===== src/rtl/snac_pkg.sv =====
`default_nettype none
// ============================================================================
// Module      : snac_pkg
// Description : Shared types and constants for the DB15 joystick shift-chain
//               transmitter and its matching receiver.
// Revision    : 1.0 - initial release
// ============================================================================
package snac_pkg;

  // Default emulated chain length: two players of twelve bits each
  localparam int c_CHAIN_LEN_DEFAULT = 24;
  localparam int c_JOY_BITS          = 12;

  // Joystick bit positions inside one player word (active-high)
  localparam int c_JOY_RIGHT = 0;
  localparam int c_JOY_LEFT  = 1;
  localparam int c_JOY_DOWN  = 2;
  localparam int c_JOY_UP    = 3;
  localparam int c_JOY_BTN_A = 4;
  localparam int c_JOY_BTN_B = 5;
  localparam int c_JOY_BTN_C = 6;
  localparam int c_JOY_BTN_D = 7;
  localparam int c_JOY_BTN_E = 8;
  localparam int c_JOY_BTN_F = 9;
  localparam int c_JOY_START = 10;
  localparam int c_JOY_BTN_L = 11;

  // Transmitter state machine
  typedef enum logic [1:0] {
    ST_LOAD  = 2'd0,
    ST_SHIFT = 2'd1,
    ST_DONE  = 2'd2
  } tx_state_e;

  // Both players packed into wire order, converted to active-low line levels
  function automatic logic [2*c_JOY_BITS-1:0] joy_pair_word(
    input logic [c_JOY_BITS-1:0] p1,
    input logic [c_JOY_BITS-1:0] p2
  );
    return {~p1, ~p2};
  endfunction

endpackage
`default_nettype wire


===== src/rtl/joy_db15_tx_sync_edge.sv =====
`default_nettype none
// ============================================================================
// Module      : sync_edge
// Description : Multi-flop synchronizer for an asynchronous level plus a
//               registered copy for rising-edge detection. All flops reset
//               to 1 so an idle-high line produces no spurious edge.
// Revision    : 1.0 - initial release
// ============================================================================
module sync_edge #(
  parameter int SYNC_STAGES = 2
) (
  input  logic i_clk,
  input  logic i_rst_n,
  input  logic i_din,
  output logic o_level,
  output logic o_rise
);

  logic [SYNC_STAGES-1:0] r_sync;
  logic                   r_prev;

  generate
    if (SYNC_STAGES == 1) begin : g_single
      // Single synchronizer flop
      always_ff @(posedge i_clk or negedge i_rst_n) begin
        if (!i_rst_n) r_sync <= 1'b1;
        else          r_sync <= i_din;
      end
    end else begin : g_chain
      // Synchronizer chain, input enters at bit 0
      always_ff @(posedge i_clk or negedge i_rst_n) begin
        if (!i_rst_n) r_sync <= '1;
        else          r_sync <= {r_sync[SYNC_STAGES-2:0], i_din};
      end
    end
  endgenerate

  assign o_level = r_sync[SYNC_STAGES-1];

  // Previous synchronized value for edge detection
  always_ff @(posedge i_clk or negedge i_rst_n) begin
    if (!i_rst_n) r_prev <= 1'b1;
    else          r_prev <= o_level;
  end

  assign o_rise = o_level & ~r_prev;

endmodule
`default_nettype wire


===== src/rtl/joy_db15_tx.sv =====
`default_nettype none
// ============================================================================
// Module      : joy_db15_tx
// Description : Emulates the DB15 joystick parallel-in/serial-out shift chain.
//               The reader pulls JOY_LOAD low to latch both players, then
//               clocks bits out on JOY_DATA with JOY_CLK rising edges.
// Revision    : 1.0 - initial release
// ============================================================================
module joy_db15_tx
  import snac_pkg::*;
#(
  parameter int CHAIN_LEN   = c_CHAIN_LEN_DEFAULT,
  parameter int SYNC_STAGES = 2
) (
  input  logic                  i_clk,
  input  logic                  RESETn,
  input  logic                  JOY_CLK,
  input  logic                  JOY_LOAD,
  output logic                  JOY_DATA,
  input  logic [c_JOY_BITS-1:0] joy1,
  input  logic [c_JOY_BITS-1:0] joy2,
  output logic                  frame_done,
  output logic                  overrun,
  output logic [4:0]            bit_cnt
);

  localparam int         c_PAIR_BITS = 2 * c_JOY_BITS;
  localparam logic [4:0] c_LAST_BIT  = 5'(CHAIN_LEN - 1);

  logic                   w_clk_rise;
  logic                   w_unused_clk_level;
  logic                   w_load_level;
  logic                   w_load_rise;
  logic [c_PAIR_BITS-1:0] w_pair;
  logic [CHAIN_LEN-1:0]   w_load_word;

  tx_state_e              r_state;
  logic [CHAIN_LEN-1:0]   r_sreg;
  logic                   r_joy_data;
  logic [4:0]             r_bit_cnt;
  logic                   r_frame_done;
  logic                   r_overrun;

  sync_edge #(.SYNC_STAGES(SYNC_STAGES)) u_sync_clk (
    .i_clk   (i_clk),
    .i_rst_n (RESETn),
    .i_din   (JOY_CLK),
    .o_level (w_unused_clk_level),
    .o_rise  (w_clk_rise)
  );

  sync_edge #(.SYNC_STAGES(SYNC_STAGES)) u_sync_load (
    .i_clk   (i_clk),
    .i_rst_n (RESETn),
    .i_din   (JOY_LOAD),
    .o_level (w_load_level),
    .o_rise  (w_load_rise)
  );

  assign w_pair = joy_pair_word(joy1, joy2);

  // Fit the two-player word to the chain: pad idle (1) bits or keep the MSBs
  generate
    if (CHAIN_LEN > c_PAIR_BITS) begin : g_pad
      assign w_load_word = {w_pair, {(CHAIN_LEN - c_PAIR_BITS){1'b1}}};
    end else begin : g_trunc
      assign w_load_word = w_pair[c_PAIR_BITS-1 -: CHAIN_LEN];
    end
  endgenerate

  // Load/shift/done sequencer with registered outputs
  always_ff @(posedge i_clk or negedge RESETn) begin
    if (!RESETn) begin
      r_state      <= ST_LOAD;
      r_sreg       <= '1;
      r_joy_data   <= 1'b1;
      r_bit_cnt    <= 5'd0;
      r_frame_done <= 1'b0;
      r_overrun    <= 1'b0;
    end else begin
      r_frame_done <= 1'b0;
      r_joy_data   <= (r_state == ST_DONE) ? 1'b1 : r_sreg[CHAIN_LEN-1];

      if (!w_load_level) begin
        // Load held low wins over everything, including a coincident clock
        r_state   <= ST_LOAD;
        r_sreg    <= w_load_word;
        r_bit_cnt <= 5'd0;
      end else begin
        case (r_state)
          ST_LOAD: begin
            // Snapshot stays frozen from here until the next load
            if (w_load_rise) r_state <= ST_SHIFT;
          end
          ST_SHIFT: begin
            if (w_clk_rise) begin
              r_sreg    <= {r_sreg[CHAIN_LEN-2:0], 1'b1};
              r_bit_cnt <= r_bit_cnt + 5'd1;
              if (r_bit_cnt == c_LAST_BIT) begin
                r_frame_done <= 1'b1;
                r_state      <= ST_DONE;
              end
            end
          end
          ST_DONE: begin
            // Reader clocked past the end of the chain
            if (w_clk_rise) r_overrun <= 1'b1;
          end
          default: r_state <= ST_LOAD;
        endcase
      end
    end
  end

  assign JOY_DATA   = r_joy_data;
  assign frame_done = r_frame_done;
  assign overrun    = r_overrun;
  assign bit_cnt    = r_bit_cnt;

endmodule
`default_nettype wire


===== config.mk =====
export PLATFORM = sky130hd
export DESIGN_NAME = joy_db15_tx
export DESIGN_NICKNAME = d
export VERILOG_FILES = /design/src/rtl/snac_pkg.sv /design/src/rtl/joy_db15_tx_sync_edge.sv /design/src/rtl/joy_db15_tx.sv
export SDC_FILE = /design/constraint.sdc
export NUM_CORES = 1
export LEC_CHECK = 0
export CORE_UTILIZATION = 50
export DETAILED_ROUTE_END_ITERATION = 7
export HOLD_SLACK_MARGIN = 0.15
export PLACE_DENSITY = 0.89
export RECOVER_POWER = 100
export SLEW_MARGIN = 30
export SYNTH_ARGS = -nofsm -noshare
export SYNTH_HDL_FRONTEND = slang
export SYNTH_SLANG_ARGS = --single-unit
export TNS_END_PERCENT = 30

===== constraint.sdc =====
create_clock -name i_clk -period 1.6 [get_ports i_clk]
set_input_delay 0.32 -clock i_clk [delete_from_list [all_inputs] [get_ports i_clk]]
set_output_delay 0.32 -clock i_clk [all_outputs]
set_load 0.05 [all_outputs]

==> impl_results.rst <==
.. list-table::
   :header-rows: 1

   * - Metric
     - Value
   * - Max-cap viol count
     - 0
   * - Initial antenna violation count
     - 0
   * - Max rail drop VDD
     - ~0.54 mV
   * - Type of the tightest min-delay check
     - reg -> reg
   * - Num Clock Sinks
     - 40
   * - Total via count in the routed design
     - ~1100
   * - Count of mapped cells out of synthesis
     - about 130
   * - Antenna diode count
     - 0
   * - List of most frequent post-synthesis cells
     - sky130_fd_sc_hd__mux2i_1, sky130_fd_sc_hd__dfstp_2, sky130_fd_sc_hd__dfrtp_1
   * - DIE HEIGHT
     - a little over 60 microns
   * - Synth Flop Type
     - sky130_fd_sc_hd__dfstp_2
   * - Final worst-path cycle share
     - 0.9251
   * - Global-route track usage on met2
     - 0.3226
   * - Combined area of all synthesized cells
     - between 0.0015 and 0.002 sq mm
   * - Number of violations reported at the end of detailed-routing iteration 0
     - 24
   * - Net count after synthesis
     - 156
   * - EDFF count, synth
     - 0
   * - GRT busiest layer
     - met2
   * - Number of storage elements in the synthesis netlist
     - 40
   * - Worst clock skew
     - 0.005911 ns
   * - Die ar.
     - between 0.003 and 0.004 sq mm
   * - Register clock-pin slew on the reported worst setup and hold paths
     - approximately 0.11 ns
   * - Boundary pin count
     - 36
   * - CP Class
     - reg -> reg
   * - Number of max-slew violations in the final report
     - 0
   * - # port buffers
     - 35
   * - Via/cell ratio
     - 5.178
   * - Starting density of the core
     - 0.5283
   * - Post-route standard cell area excluding fillers
     - between 0.002 and 0.0025 sq mm
   * - CTS H-Tree Depth
     - 2
   * - Worst slew pin tran
     - about 0.5 ns
   * - Width of the chip
     - 61.61 microns
   * - Max Fclk
     - 0.6756 GHz
   * - Number of gates resized after CTS
     - 0
   * - Number of buffers inserted to repair setup after CTS
     - 0
   * - Data arrival time of the worst path
     - about 1.8 ns
   * - Unrepaired setup endpoints after global routing
     - false
   * - Share of flip-flops with an asynchronous set or reset after synthesis
     - 1.000
   * - Most instantiated library cell after synthesis
     - sky130_fd_sc_hd__mux2i_1
   * - Kind of launch point of the worst setup path
     - flop
   * - Accumulated negative setup slack
     - 0 ns
   * - Max Fanout on Critical Path
     - 29
   * - Clk_lat worst skew
     - approximately 0.34 ns
   * - DP Wirelength
     - between 2000 and 2500 microns
   * - Residual DRC
     - 0
   * - Clock Tree Buf Depth
     - 2
   * - Total cell area at the placement stage
     - between 0.002 and 0.0025 sq mm
   * - Max_slew headroom
     - 0.6598
   * - Clock period minus final worst setup slack
     - between 1 and 1.5 ns
   * - Std-Cell Rows
     - 21
   * - Met3 layer usage reported by global route
     - 0.05882
   * - Final wirelength
     - between 3000 and 4000 microns
   * - Number of search-and-repair iterations in the first detailed-routing pass
     - 4
   * - Number of nets in the layout
     - between 150 and 200
   * - Fin. Hold Viols
     - 0
   * - Pin count of the biggest net entering global routing
     - 31
   * - Final weighted congestion of routability-driven global placement
     - 0.8809
   * - Share of the synthesized area in the top cell type
     - 0.4585
   * - Status
     - complete, no violations
   * - Final antenna-violating net count
     - 0
   * - Number of global-route vias before repair
     - between 1000 and 1500
   * - Top area cells in the synthesized netlist
     - sky130_fd_sc_hd__dfstp_2, sky130_fd_sc_hd__mux2i_1, sky130_fd_sc_hd__dfrtp_1
   * - Core outline area
     - 0.003363 sq mm
   * - Global-route wire length before repair
     - just under 5000 microns
   * - Root buffer selected by CTS
     - sky130_fd_sc_hd__clkbuf_4
   * - CTS tree
     - built
   * - Layout-stage area growth over the synthesis result
     - 27.46%
   * - Share of cells above drive strength 1
     - 0.2976
   * - Synth area leader
     - sky130_fd_sc_hd__dfstp_2
   * - Met1 layer usage reported by global route
     - 0.2157
   * - Setup violation total in the final timing report
     - 0
   * - Leak pwr
     - about 0.95 nW
   * - Seq/Total Area, Yosys
     - 0.5852
   * - Detailed-route wire length per cell
     - approximately 15 microns
   * - Distinct cells, synth
     - 22
   * - Count of warnings emitted by yosys
     - 0
   * - Req. time, crit path
     - 1.87 ns
   * - Share of the core filled with cells
     - 0.6734
   * - Power Density
     - between 900 and 1000 mW/mm^2
   * - Global router's overall resource usage
     - 0.1884
   * - CTS buffer count
     - 5
   * - Leftover overflow at the end of global routing
     - 0
   * - Worst setup EP type
     - flop
   * - Mean instance size in the synthesized netlist
     - around 14 sq um
   * - Post-CTS Hold Fix Bufs
     - 1
==> worst paths after layout <==
kind / from / endpoint / slack [ns] / cells after the start
max: u_sync_clk.r_sync[1]$_DFF_PN1_ / r_sreg[22]$_DFFE_PN1P_ / 0.12 / 4
min: u_sync_load.r_sync[0]$_DFF_PN1_ / u_sync_load.r_sync[1]$_DFF_PN1_ / 0.37 / 0
max reg2reg: u_sync_clk.r_sync[1]$_DFF_PN1_ / r_sreg[22]$_DFFE_PN1P_ / 0.12 / 4
min reg2reg: u_sync_load.r_sync[0]$_DFF_PN1_ / u_sync_load.r_sync[1]$_DFF_PN1_ / 0.37 / 0
max in group asynchronous: RESETn / r_sreg[5]$_DFFE_PN1P_ / 0.24 / 3
min in group asynchronous: RESETn / bit_cnt[2]$_DFFE_PN0P_ / 0.48 / 2
==> cell families after synthesis <==
| kind of cell | synth area share |
|---|---|
| muxes | 0.2817 |
| DFF | 0.5852 |
| AOI/OAI and AO/OA | 0.01549 |
| xor gates and xnor gates | 0.004930 |
| buffers and inverters | 0.03873 |
| and+or+nand+nor | 0.06690 |
| adders and majority gates | 0.007041 |
==> metrics by stage <==
stage | total power, mW | cells | hold slack, ns | worst slack (ns)
3_3_place_gp | 1.500 | 205 | 0.2870 | 0.2094
5_1_grt | 2.244 | 214 | 0.3752 | 0.007161
2_1_floorplan | 1.367 | 127 | 0.02441 | 0.09656
4_1_cts | 2.169 | 214 | 0.3559 | 0.1130
6_report | 2.127 | 214 | 0.3702 | 0.1199
3_5_place_dp | 1.520 | 205 | 0.2956 | 0.1415
==> state kept, by name (all words and copies together) (netlist names) <==
register,flops
JOY_DATA,1
bit_cnt,5
frame_done,1
overrun,1
r_sreg,24
r_state,2
u_sync_clk.r_prev,1
u_sync_clk.r_sync,2
u_sync_load.r_prev,1
u_sync_load.r_sync,2
==> metal layers <==
layer	routed length, microns	part of all wire	vias up
li1	-	-	530
met1	1261	0.40	532
met2	1635	0.52	40
met3	181	0.058	6
met4	48	0.015	0
met5	0	0	-
==> where the power goes <==
part           switching, mW  internal (mW)  leakage, nW
Combinational          0.124          0.163        0.467
Clock                  0.306          0.328       0.0422
Sequential            0.0523           1.15        0.445
Total                  0.482           1.64        0.954
==> cell type report <==
cell class,instances,area (sq um)
Clock buffer,6,41.29
Fill cell,262,1099
Clock inverter,2,35.03
Inverter,4,15.01
Timing Repair Buffer,39,405.4
Sequential cell,40,1042
Tap cell,46,57.56
Multi-Input combinational cell,77,668.1
==> critical path, stage by stage (launching register included) <==
cell	delay (ns)
sky130_fd_sc_hd__dfstp_1	0.58
sky130_fd_sc_hd__and4bb_2	0.28
sky130_fd_sc_hd__buf_12	0.22
sky130_fd_sc_hd__mux2i_1	0.23
sky130_fd_sc_hd__mux2i_1	0.10
==> placed cells by master, fill, tap and decap left out <==
cell type	count
sky130_fd_sc_hd__or4_1	1
sky130_fd_sc_hd__and4bb_2	1
sky130_fd_sc_hd__ha_1	1
sky130_fd_sc_hd__clkbuf_2	7
sky130_fd_sc_hd__nor2b_1	1
sky130_fd_sc_hd__dfrtp_1	7
sky130_fd_sc_hd__clkbuf_1	1
sky130_fd_sc_hd__mux2i_1	50
sky130_fd_sc_hd__inv_1	4
sky130_fd_sc_hd__buf_12	5
sky130_fd_sc_hd__nand4_1	2
sky130_fd_sc_hd__a2111oi_0	1
sky130_fd_sc_hd__xnor2_1	1
sky130_fd_sc_hd__bufinv_16	1
sky130_fd_sc_hd__nor2_1	3
sky130_fd_sc_hd__o41ai_1	1
sky130_fd_sc_hd__clkinv_2	1
sky130_fd_sc_hd__nor3_1	2
sky130_fd_sc_hd__clkbuf_4	5
sky130_fd_sc_hd__a21oi_1	2
sky130_fd_sc_hd__nand2b_1	5
sky130_fd_sc_hd__nand4b_1	1
sky130_fd_sc_hd__clkdlybuf4s50_1	24
sky130_fd_sc_hd__dfstp_1	3
sky130_fd_sc_hd__dlygate4sd3_1	3
sky130_fd_sc_hd__dfrtp_2	2
sky130_fd_sc_hd__nand2_1	5
sky130_fd_sc_hd__dfstp_2	28
Note: power is estimated with default switching activity, not from simulation.
